$ cat config.mk
export PLATFORM = sky130hd
export DESIGN_NAME = e_m_pipe_reg
export DESIGN_NICKNAME = d
export VERILOG_FILES = /design/src/rtl/mips_pipe_pkg.sv /design/src/rtl/tnew_age.sv /design/src/rtl/e_m_pipe_reg.sv
export SDC_FILE = /design/constraint.sdc
export NUM_CORES = 1
export LEC_CHECK = 0
export BUFFER_PORTS_ARGS = -buffer_cell sky130_fd_sc_hd__buf_2
export CAP_MARGIN = 5
export CORE_MARGIN = 5
export CORE_UTILIZATION = 40
export DETAILED_ROUTE_END_ITERATION = 10
export PLACE_DENSITY = 0.77
export SYNTH_ARGS = -nofsm -noshare
export SYNTH_HDL_FRONTEND = slang
export SYNTH_SLANG_ARGS = --single-unit
$ cat constraint.sdc
create_clock -name clk -period 3.5 [get_ports clk]
set_input_delay 0.35 -clock clk [delete_from_list [all_inputs] [get_ports clk]]
set_output_delay 0.35 -clock clk [all_outputs]
set_load 0.02 [all_outputs]
$ cat src/rtl/mips_pipe_pkg.sv
// mips_pipe_pkg: constants and stage-register field layout shared by the MIPS pipeline registers
package mips_pipe_pkg;
  localparam int TNEW_W = 2;
  localparam int REG_W = 5;
  localparam int XLEN = 32;
  localparam logic [XLEN-1:0] PC_RESET = 32'h0000_3000;
  localparam logic [XLEN-1:0] NOP = 32'h0;
  typedef struct packed {
    logic [XLEN-1:0] instr;
    logic [XLEN-1:0] pc;
    logic [XLEN-1:0] alu;
    logic [XLEN-1:0] rt;
    logic [REG_W-1:0] a3;
    logic link;
    logic [TNEW_W-1:0] tnew;
  } stage_t;
endpackage

$ cat src/rtl/tnew_age.sv
// tnew_age: saturating decrement of Tnew as an instruction moves one stage down
module tnew_age #(
  parameter int W = 2
) (
  input  logic [W-1:0] tnew,
  output logic [W-1:0] aged
);
  assign aged = (tnew == '0) ? '0 : tnew - W'(1);
endmodule

$ cat src/rtl/e_m_pipe_reg.sv
// e_m_pipe_reg: E-to-M pipeline register with Tnew aging, M-stage forward source and bubble counter
module e_m_pipe_reg
  import mips_pipe_pkg::*;
#(
  parameter int WIDTH = 32,
  parameter int TNEW_W = mips_pipe_pkg::TNEW_W,
  parameter logic [WIDTH-1:0] PC_RESET = mips_pipe_pkg::PC_RESET,
  parameter int CNT_W = 16
) (
  input  logic              clk,
  input  logic              reset,
  input  logic              en,
  input  logic              clr,
  input  logic [WIDTH-1:0]  E_instr,
  input  logic [WIDTH-1:0]  E_PC,
  input  logic [WIDTH-1:0]  E_ALU,
  input  logic [WIDTH-1:0]  E_RT,
  input  logic [REG_W-1:0]  E_A3,
  input  logic              E_link,
  input  logic [TNEW_W-1:0] E_Tnew,
  output logic [WIDTH-1:0]  M_instr,
  output logic [WIDTH-1:0]  M_PC,
  output logic [WIDTH-1:0]  M_ALU,
  output logic [WIDTH-1:0]  M_RT,
  output logic [REG_W-1:0]  M_A3,
  output logic [TNEW_W-1:0] M_Tnew,
  output logic              M_fwd_valid,
  output logic [REG_W-1:0]  M_fwd_A,
  output logic [WIDTH-1:0]  M_fwd_data,
  output logic [CNT_W-1:0]  bubble_cnt
);
  logic              m_link;
  logic [TNEW_W-1:0] aged_tnew;
  tnew_age #(.W(TNEW_W)) u_age (.tnew(E_Tnew), .aged(aged_tnew));
  always_ff @(posedge clk) begin
    if (reset || clr) begin
      M_instr <= WIDTH'(NOP);
      M_PC    <= PC_RESET;
      M_ALU   <= '0;
      M_RT    <= '0;
      M_A3    <= '0;
      M_Tnew  <= '0;
      m_link  <= 1'b0;
    end else if (en) begin
      M_instr <= E_instr;
      M_PC    <= E_PC;
      M_ALU   <= E_ALU;
      M_RT    <= E_RT;
      M_A3    <= E_A3;
      M_Tnew  <= aged_tnew;
      m_link  <= E_link;
    end
  end
  always_ff @(posedge clk) begin
    if (reset) bubble_cnt <= '0;
    else if (clr && !(&bubble_cnt)) bubble_cnt <= bubble_cnt + CNT_W'(1);
  end
  assign M_fwd_valid = (M_Tnew == '0) && (M_A3 != '0);
  assign M_fwd_A     = M_fwd_valid ? M_A3 : '0;
  assign M_fwd_data  = !M_fwd_valid ? '0 : m_link ? M_PC + WIDTH'(8) : M_ALU;
endmodule

==> impl_metrics.ini, run 1 <==
[sta]
tightest_slew_ns = 0.7684
hold_viol = 0
setup-violations-final = 0
fin_setup_tns_ns = 0
fmax_mhz = 326.2
max_slew_margin_pct = 48.77
maxSlewViolCount = 0
fin_crit_ns = 3.065
fin_skew_ns = 0.006605
rsz0062_at_grt = false
layout_setup_ws_ns = 0.4347
min_period_over_period_pct = 87.58

[logic_synthesis]
syn_avg_cell_area_sq_um = 9.319
ys_types = 37
postSynthCellCount = 696
synthesis.nets = 838
ys_seq_area_share_pct = 46.91
syn_area_sq_um = 6486
synth-warning-count = 0
ys_ff_latch = 152

[global_route]
grt_max_degree = 69
globalRoute.totalOverflow = 0
top_usage_layer = met2
grt_util_met3_pct = 7.487
gr-usage-met1_pct = 23.01
grt_pass1_wl_um = 29320
antenna_found_initial = 1
grt_pass1_vias = 5795
grt_usage_pct = 19.73
grt.met2_usage_pct = 33.92

[critical_path]
max_stage_delay_ns = 0.61
end_kind = output pin
reg2reg_to = bubble_cnt[6]
critPathKind = register to output pin
arrival_ns = 2.72
worstSetupEndpoint = M_fwd_data[23]
cp_slowest_cell = nor4_2
ff2ff_setup_slack_ns = 1.65
r2r-start = bubble_cnt[0]
ff2ff_path_depth = 7
start_kind = register
crit_chain = ha_1 -> nand3_1 -> nor4_2 -> nand4_1 -> xor2_1 -> a211oi_1 -> buf_2
startpoint = M_PC[3]
worstPathRequired_ns = 3.15
cp_max_fo = 6

[cells_and_area]
drive_gt1_share_pct = 36.94
areaGrowthSynthToFinish_pct = 37.11
antenna_cells = 0
final_nets = 1147

[drt]
drtIter0Drc = 232
drt-total-wl_um = 19620
vias = 5995
avgViaCountPerCell = 4.858
first_pass_iters = 4
drt-wirelength-per-cell_um = 15.90
post-route-drc-count = 0
postRouteAntennaNets = 0

[cts]
clock_latency_ns = 0.42
cts_sinks = 152
cts.hold.buffers_added = 0
postCtsResizedCells = 0
clock_path_buffers = 2
numCtsBuffers = 17
htree_levels = 4
cts_tree = built
cts_setup_buffers = 0
clkSlewWorstSetupHoldPaths_ns = 0.06
cts_root_buf = clkbuf_16

[die]
ios = 329
core-area_sq_um = 15890
dieArea_sq_um = 18860
fp-row-count = 46
fp.dieH_um = 137.3
start_util_pct = 40.83
chipWidth_um = 137.3

[place]
io_buffers = 328
pre_cts_ws_ns = 0.8840
gp_congestion = 0.8180
hpwl_um = 14890

[flow_run]
cap_viol_max_count = 0

[outcome]
outcome = completed

[hold_path]
hold_path.class = primary input to register

[power]
powerDensity_nw_per_um2 = 458.8
peakVddDrop_mv = 0.3091
p_leak_nw = 4.411
-- worst min path at each step --
stage | from | to | slack (ns) | cells past startpoint
after floorplan | clr | M_PC[13] | 0.45 | 2
after global placement | M_instr[17] | M_instr[17] | 0.47 | 2
after detailed placement | M_Tnew[1] | M_Tnew[1] | 0.48 | 2
after CTS | E_PC[13] | M_PC[13] | 0.14 | 3
after global routing | E_PC[27] | M_PC[27] | 0.15 | 3
final | E_PC[13] | M_PC[13] | 0.15 | 3
-- per-stage QoR --
stage	utilization, %	std cells	cell area [sq um]	total power, mW	hold WS (ns)
global placement	52.46	1202	8333	2.362	0.4673
CTS	55.99	1234	8894	4.129	0.1355
detailed placement	52.46	1202	8333	2.369	0.4796
global route	55.99	1234	8894	4.259	0.1456
finish	55.99	1234	8894	4.080	0.1531
floorplan	-	696	6486	2.162	0.4534
-- area by class of cell --
cell class                      instances  area, sq um
Sequential cell                       152         3044
Multi-Input combinational cell        495         3266
Clock inverter                         15        135.1
Tap cell                              216        270.3
Fill cell                            1483         6992
Inverter                                4        15.01
Timing Repair Buffer                  335         1738
Clock buffer                           17        425.4
-- cell usage after synthesis, drive strengths merged --
library cell,count,share of area [%]
o41ai,1,0.14
dfxtp,152,47
clkbuf,33,1.9
nand3b,1,0.12
or2,1,0.097
nand2b,2,0.19
buf,12,0.69
and4,4,0.54
and3,5,0.48
xor2,18,2.4
inv,4,0.23
xnor2,15,2.0
and2,6,0.58
a211oi,26,3.2
ha,2,0.39
o211ai,1,0.12
nor4,6,0.77
or3,6,0.58
nor3,8,0.62
o21ai,9,0.69
a21oi,9,0.69
nand3,19,1.5
nor3b,1,0.12
a311oi,1,0.14
o2111ai,1,0.14
o211a,1,0.15
nand4,12,1.4
or4,2,0.29
nor4b,1,0.14
mux2i,138,21
nand2,16,0.93
nor2,183,11
-- layout by cell type, fill, tap and decap left out, types with 8 or more instances in the layout --
cell       netlist  layout
a211oi_1        24      24
a21oi_1          9       9
buf_2            0     327
clkbuf_16        0      17
dfxtp_1        152     151
mux2i_1        138     138
nand2_1         16      16
nand3_1         19      19
nand4_1         11      11
nor2_1         183     183
nor3_1           8       8
o21ai_0          8       8
xnor2_1         15      15
xor2_1          18      18
-- metal layers --
metal	up-vias	part of all wire, %
met2	216	49
met5	-	0.066
met4	2	1.4
met1	2747	40
met3	22	8.9
li1	3008	-
-- power by group --
group | internal (mW) | switching (mW) | total [mW]
sequential | 1.78 | 0.0488 | 1.83
clock | 0.939 | 0.814 | 1.75
combinational | 0.208 | 0.287 | 0.495
total | 2.93 | 1.15 | 4.08
-- kinds of logic after synthesis --
logic type | share of synthesized area [%]
and+or+nand+nor | 18.89
DFF | 46.91
muxes | 21.30
AOI/OAI and AO/OA | 5.228
buffers and inverters | 2.836
xor gates and xnor gates | 4.456
adders and majority gates | 0.3857
-- critical path, delay by kind of cell, from the launching register on --
| kind | cells | cell delay (ns) |
|---|---|---|
| xor gates and xnor gates | 1 | 0.18 |
| and+or+nand+nor | 3 | 1.02 |
| buffers and inverters | 1 | 0.20 |
| DFF | 1 | 0.42 |
| adders and majority gates | 1 | 0.26 |
| AOI/OAI and AO/OA | 1 | 0.22 |
-- state kept, by name, indices dropped and copies added, names as in the netlist --
| signal | count |
|---|---|
| M_PC | 32 |
| m_link | 1 |
| M_A3 | 5 |
| M_ALU | 32 |
| M_Tnew | 2 |
| M_RT | 32 |
| M_instr | 32 |
| bubble_cnt | 16 |
Power figures use the tool's default switching activity.
==> run 2: changes to the inputs <==
Settings changed: ABC_AREA set to 1, PLACE_DENSITY 0.77 to 0.76, TNS_END_PERCENT set to 50.
==> run 2 against run 1 <==
Compared with the run above:
- sequential cell count unchanged
- die area increased by 6.4%
- via count increased by 31%
- sequential power about the same
- total power increased by 4.6%
- count of clock-buffer cells in the layout increased by 1
- worst hold slack improved by 0.028 ns
- first-iteration DRC count increased by 110%
- core utilization decreased by 1.7 points
- critical endpoint is now M_fwd_data[31]
- highest routed layer unchanged
==> impl_metrics.ini, run 2 <==
[outcome]
outcome = completed

[global_route]
grt_usage_pct = 24.15
grt_pass1_wl_um = 38800
globalRoute.totalOverflow = 0
grt_pass1_vias = 7420
grt_max_degree = 76
antenna_found_initial = 6

[power]
peakVddDrop_mv = 0.3189
p_leak_nw = 4.362
powerDensity_nw_per_um2 = 457.8
p_total_mw = 4.266

[critical_path]
worstSetupEndpoint = M_fwd_data[31]
reg2reg_to = bubble_cnt[9]
end_kind = output pin
start_kind = register
ff2ff_path_depth = 7
cp_max_fo = 24
critPathKind = register to output pin
r2r-start = bubble_cnt[0]
ff2ff_setup_slack_ns = 1.72
worstPathRequired_ns = 3.15
startpoint = M_A3[1]
arrival_ns = 2.50

[logic_synthesis]
yosys.cell_count.top_type = nand2_1
ys_ff_latch = 152
synth_top_family_by_area = simple AND/OR/NAND/NOR gates
synthXorXnorAreaFrac_pct = 1.895
ys_seq_area_share_pct = 43.90
synth_top_area_cell = dfxtp_1
async_reset_ff_share_pct = 0
yosys.area.top_type_share_pct = 43.90
synth-edff-count = 0
ys_types = 28
synth_compound_area_share_pct = 15.34
synthSimpleGateAreaFrac_pct = 31.77
ys.flop_type = dfxtp_1
postSynthCellCount = 1038
synth.mux.area_fraction_pct = 0
synth-warning-count = 0
syn_area_sq_um = 6932
yosys-top-cells-area = dfxtp_1, nand2_1, a21oi_1
yosys-top-cells-count = nand2_1, a21oi_1, dfxtp_1
synthAdderAreaFrac_pct = 0.3610
synthesis.nets = 1180
syn_avg_cell_area_sq_um = 6.678

[cells_and_area]
layout_commonest_cell = nand2_1
nFillCells = 1752
final_core_util_pct = 54.26
final_nets = 1482
stdcell_area_sq_um = 9320
mostFrequentLayoutCells = nand2_1, buf_2, a21oi_1
drive_gt1_share_pct = 29.22
areaGrowthSynthToFinish_pct = 34.46

[die]
dieArea_sq_um = 20060
ios = 329
fp.dieH_um = 141.6
chipWidth_um = 141.6
fp-row-count = 48
start_util_pct = 40.36
core-area_sq_um = 17180

[place]
gp_congestion = 0.9691
io_buffers = 328
dpl_cell_area_sq_um = 8707
pre_cts_ws_ns = 1.101
hpwl_um = 19170

[cts]
cts.hold.buffers_added = 0
htree_levels = 4
cts_setup_buffers = 0
clock_path_buffers = 2
cts_sinks = 152
clock_latency_ns = 0.41
cts_tree = built
numCtsBuffers = 17
clkSlewWorstSetupHoldPaths_ns = 0.07
postCtsResizedCells = 0
cts_root_buf = clkbuf_16

[drt]
avgViaCountPerCell = 4.985
drt-total-wl_um = 25170
post-route-drc-count = 0
vias = 7871
first_pass_iters = 7
drtIter0Drc = 477
postRouteAntennaNets = 0
drt-wirelength-per-cell_um = 15.94

[sta]
layout_setup_ws_ns = 0.6535
tightest_slew_ns = 0.7776
fin_skew_ns = 0.003951
rsz0062_at_grt = false
fin_setup_tns_ns = 0
fmax_mhz = 351.3
hold_viol = 0
fin_crit_ns = 2.847
maxSlewViolCount = 0
max_slew_margin_pct = 48.16
setup-violations-final = 0
min_period_over_period_pct = 81.33

[flow_run]
cap_viol_max_count = 0

[hold_path]
hold_path.class = primary input to register
[run 2: changes by cell type in the layout (fill, tap and decap cells not counted), sizes merged, moves of 22 or more]
cell / previous run / this run
nand2: 16 / 374
a21oi: 9 / 161
mux2i: 138 / 0
nor2: 183 / 112
inv: 13 / 66
o21ai: 9 / 47
a211oi: 26 / 1
nand3: 19 / 41
[run 2: final cells by class]
cell class	count	area, sq um	area share (%)
antenna	2	5.005	0.05370
clock buffer	18	439.2	4.712
clock inverter	13	168.9	1.812
inverter	65	247.7	2.658
multi-input combinational	767	3422	36.72
sequential	152	3044	32.66
tap	225	281.5	3.021
timing repair buffer	337	1712	18.36
[run 2: how the worst min path moves through the flow]
stage                     start       endpoint  slack [ns]  cells past startpoint
floorplan                 reset  bubble_cnt[1]        0.42                      1
global placement       M_RT[10]       M_RT[10]        0.44                      2
detailed placement     M_RT[28]       M_RT[28]        0.45                      2
CTS                     E_PC[2]        M_PC[2]        0.16                      3
global route        E_instr[17]    M_instr[17]        0.16                      3
finish                E_ALU[10]      M_ALU[10]        0.18                      3
[run 2: metal layers]
layer,vias up,global-route usage (%),routed length (um)
met5,-,0,51
met4,8,7.626,585
met3,47,7.179,2242
met2,329,40.61,12160
met1,3570,29.78,10130
li1,3917,-,-
[run 2: where the power goes]
group	internal, mW	leakage (nW)	total [mW]	switching, mW
clock network	1.15	0.285	1.90	0.758
registers	1.79	1.24	1.84	0.0549
logic	0.178	2.84	0.523	0.344
[run 2: logic make-up after synthesis]
group | after synthesis
XOR/XNOR | 15
AO/OA/AOI/OAI | 209
buffers and inverters | 119
adder cells (fa/ha/maj) | 2
AND/OR/NAND/NOR | 541
flip-flops | 152
[run 2: metrics by stage]
stage / hold slack, ns / instances
floorplan: 0.4191 / 1038
global placement: 0.4444 / 1546
detailed placement: 0.4490 / 1546
CTS: 0.1639 / 1577
global route: 0.1643 / 1579
finish: 0.1813 / 1579
[run 2: worst max-delay path: stages (launching register included)]
cell and delay, ns:
dfxtp_1 0.32, nor3_1 0.23, nand3_1 0.10, nand2_1 0.22
buf_4 0.33, clkinv_1 0.41, o21ai_0 0.20, nor2_1 0.09
buf_2 0.16
==> run 3: changes to the inputs <==
Settings changed: PLACE_DENSITY 0.76 to 0.78.
Clock period 3.5 ns to 2.4 ns, I/O delays scaled along.
==> run 3 against run 2 <==
Compared with the run above:
- combinational power increased by 50%
- critical path type unchanged
- non-clock buffer count increased by 3
- global-route usage is 0.10 points higher
- core utilization up 0.81 points
- via count up 0.22%
- count of clock-buffer cells in the layout unchanged
- critical path depth grew 1
- total power grew 49%
- sequential cell count unchanged
- clock power increased by 52%
- highest routed layer unchanged
- die area unchanged
==> impl_metrics.ini, run 3 (synthesis results as in run 2) <==
[critical_path]
start_kind = register
startpoint = M_PC[5]
worstPathRequired_ns = 2.16
ff2ff_setup_slack_ns = 0.61
max_stage_delay_ns = 0.51
crit_buf_inv = 1
crit_cells = 9
arrival_ns = 2.05
critPathKind = register to output pin
r2r-start = bubble_cnt[0]
end_kind = output pin
ff2ff_path_depth = 7
crit_chain = nand2_2 -> nor2_4 -> nand2_4 -> nor2_2 -> nand3_1 -> nand2_1 -> nor2_1 -> nor2_1 -> buf_4
cp_common_cell = nor2_1
cp_max_fo = 7
cp_slowest_cell = dfxtp_1
cp_top_family = simple AND/OR/NAND/NOR gates

[place]
io_buffers = 328
gp_congestion = 0.9416
dp.cells = 1547
hpwl_um = 18840

[power]
powerDensity_nw_per_um2 = 671.3
swShare_pct = 27.03
p_seq_share_pct = 42.3
p_leak_nw = 4.418
intPower_mw = 4.633
switching_power_mw = 1.716
combPwrFrac_pct = 12.4
clockPowerShare_pct = 45.3
p_total_mw = 6.350
peakVddDrop_mv = 0.4810

[cells_and_area]
fin_cells = 1583
mostFrequentLayoutCells = nand2_1, buf_2, a21oi_1
final_nets = 1485
drive_gt1_share_pct = 30.18
areaGrowthSynthToFinish_pct = 36.46
layout_commonest_cell = nand2_1

[cts]
clock_path_buffers = 2
cts_sinks = 152
htree_levels = 4
cts_tree = built
cts_root_buf = clkbuf_16
numCtsBuffers = 17
clkSlewWorstSetupHoldPaths_ns = 0.07
clock_latency_ns = 0.41
cts.hold.buffers_added = 0

[sta]
rsz0062_at_grt = true
max_slew_margin_pct = 64.44
fin_skew_ns = 0.004338
holdWs_ns = 0.06158
tightest_slew_ns = 0.5334
maxSlewViolCount = 0
setup-violations-final = 0
fin_setup_tns_ns = 0
fmax_mhz = 437.2
min_period_over_period_pct = 95.31
fin_crit_ns = 2.287
hold_viol = 0

[die]
fp-row-count = 48
dieArea_sq_um = 20060
fp.dieH_um = 141.6
start_util_pct = 40.36
chipWidth_um = 141.6
ios = 329
core-area_sq_um = 17180

[global_route]
grt_max_degree = 112
grt_usage_pct = 24.25
grt_pass1_vias = 7586
grt_pass1_wl_um = 39210
grt_util_met3_pct = 8.022
top_usage_layer = met2
globalRoute.totalOverflow = 0
gr-usage-met1_pct = 29.06
antenna_found_initial = 7
grt.met2_usage_pct = 40.16

[drt]
post-route-drc-count = 0
avgViaCountPerCell = 4.983
vias = 7888
drtIter0Drc = 605
postRouteAntennaNets = 0
drt-wirelength-per-cell_um = 15.96
drt-total-wl_um = 25260
first_pass_iters = 6

[hold_path]
worstHoldPathCells = 3
min_from = E_RT[20]
hold_path.class = primary input to register

[flow_run]
cap_viol_max_count = 0

[outcome]
outcome = completed
## run 3: cell type report
cell class,count,area [sq um]
repair buffers,340,1812
clock buffers,18,429.2
clock inverters,13,195.2
well taps,225,281.5
flip-flops and latches,152,3055
diodes,3,7.507
inverters,65,251.5
multi-input cells,767,3427
fillers,1706,7717
## run 3: worst reg2reg max path, delay by kind of cell (launching register included)
kind,cells,cell delay (ns)
compound gates,2,0.49
simple gates,4,0.52
fa+ha+maj,1,0.25
flops,1,0.46
## run 3: layer usage
metal	share of wire (%)	vias to the layer above
li1	-	3919
met5	0.19	-
met3	10	64
met4	2.7	8
met1	40	3535
met2	47	362
## run 3: path summary, 6_finish.rpt
path / endpoint
max: M_fwd_data[31]
min: M_RT[20]
max reg2reg: bubble_cnt[7]
min reg2reg: M_RT[17]
## run 3: timing repair
item | 4_1_cts | 5_1_grt
setup endpoints to repair | 1 | 12
pin swaps | 0 | 1
setup buffers | 0 | 2
resized for setup | 1 | 12
## run 3: power groups by stage
stage               sequential [mW]  combinational [mW]  clock [mW]
floorplan                      2.82               0.346           0
global placement               2.74               0.779           0
detailed placement             2.74               0.784           0
CTS                            2.68               0.787        2.92
global route                   2.70               0.860        3.04
finish                         2.69               0.787        2.88
## run 3: stage by stage
step | area, sq um | worst slack [ns] | utilization [%]
6_report | 9459 | 0.1125 | 55.07
5_1_grt | 9459 | -0.02249 | 55.07
4_1_cts | 9415 | 0.02938 | 54.82
3_5_place_dp | 8790 | 0.4383 | 51.17
3_3_place_gp | 8790 | 0.5188 | 51.17
2_1_floorplan | 6932 | 0.4833 | -
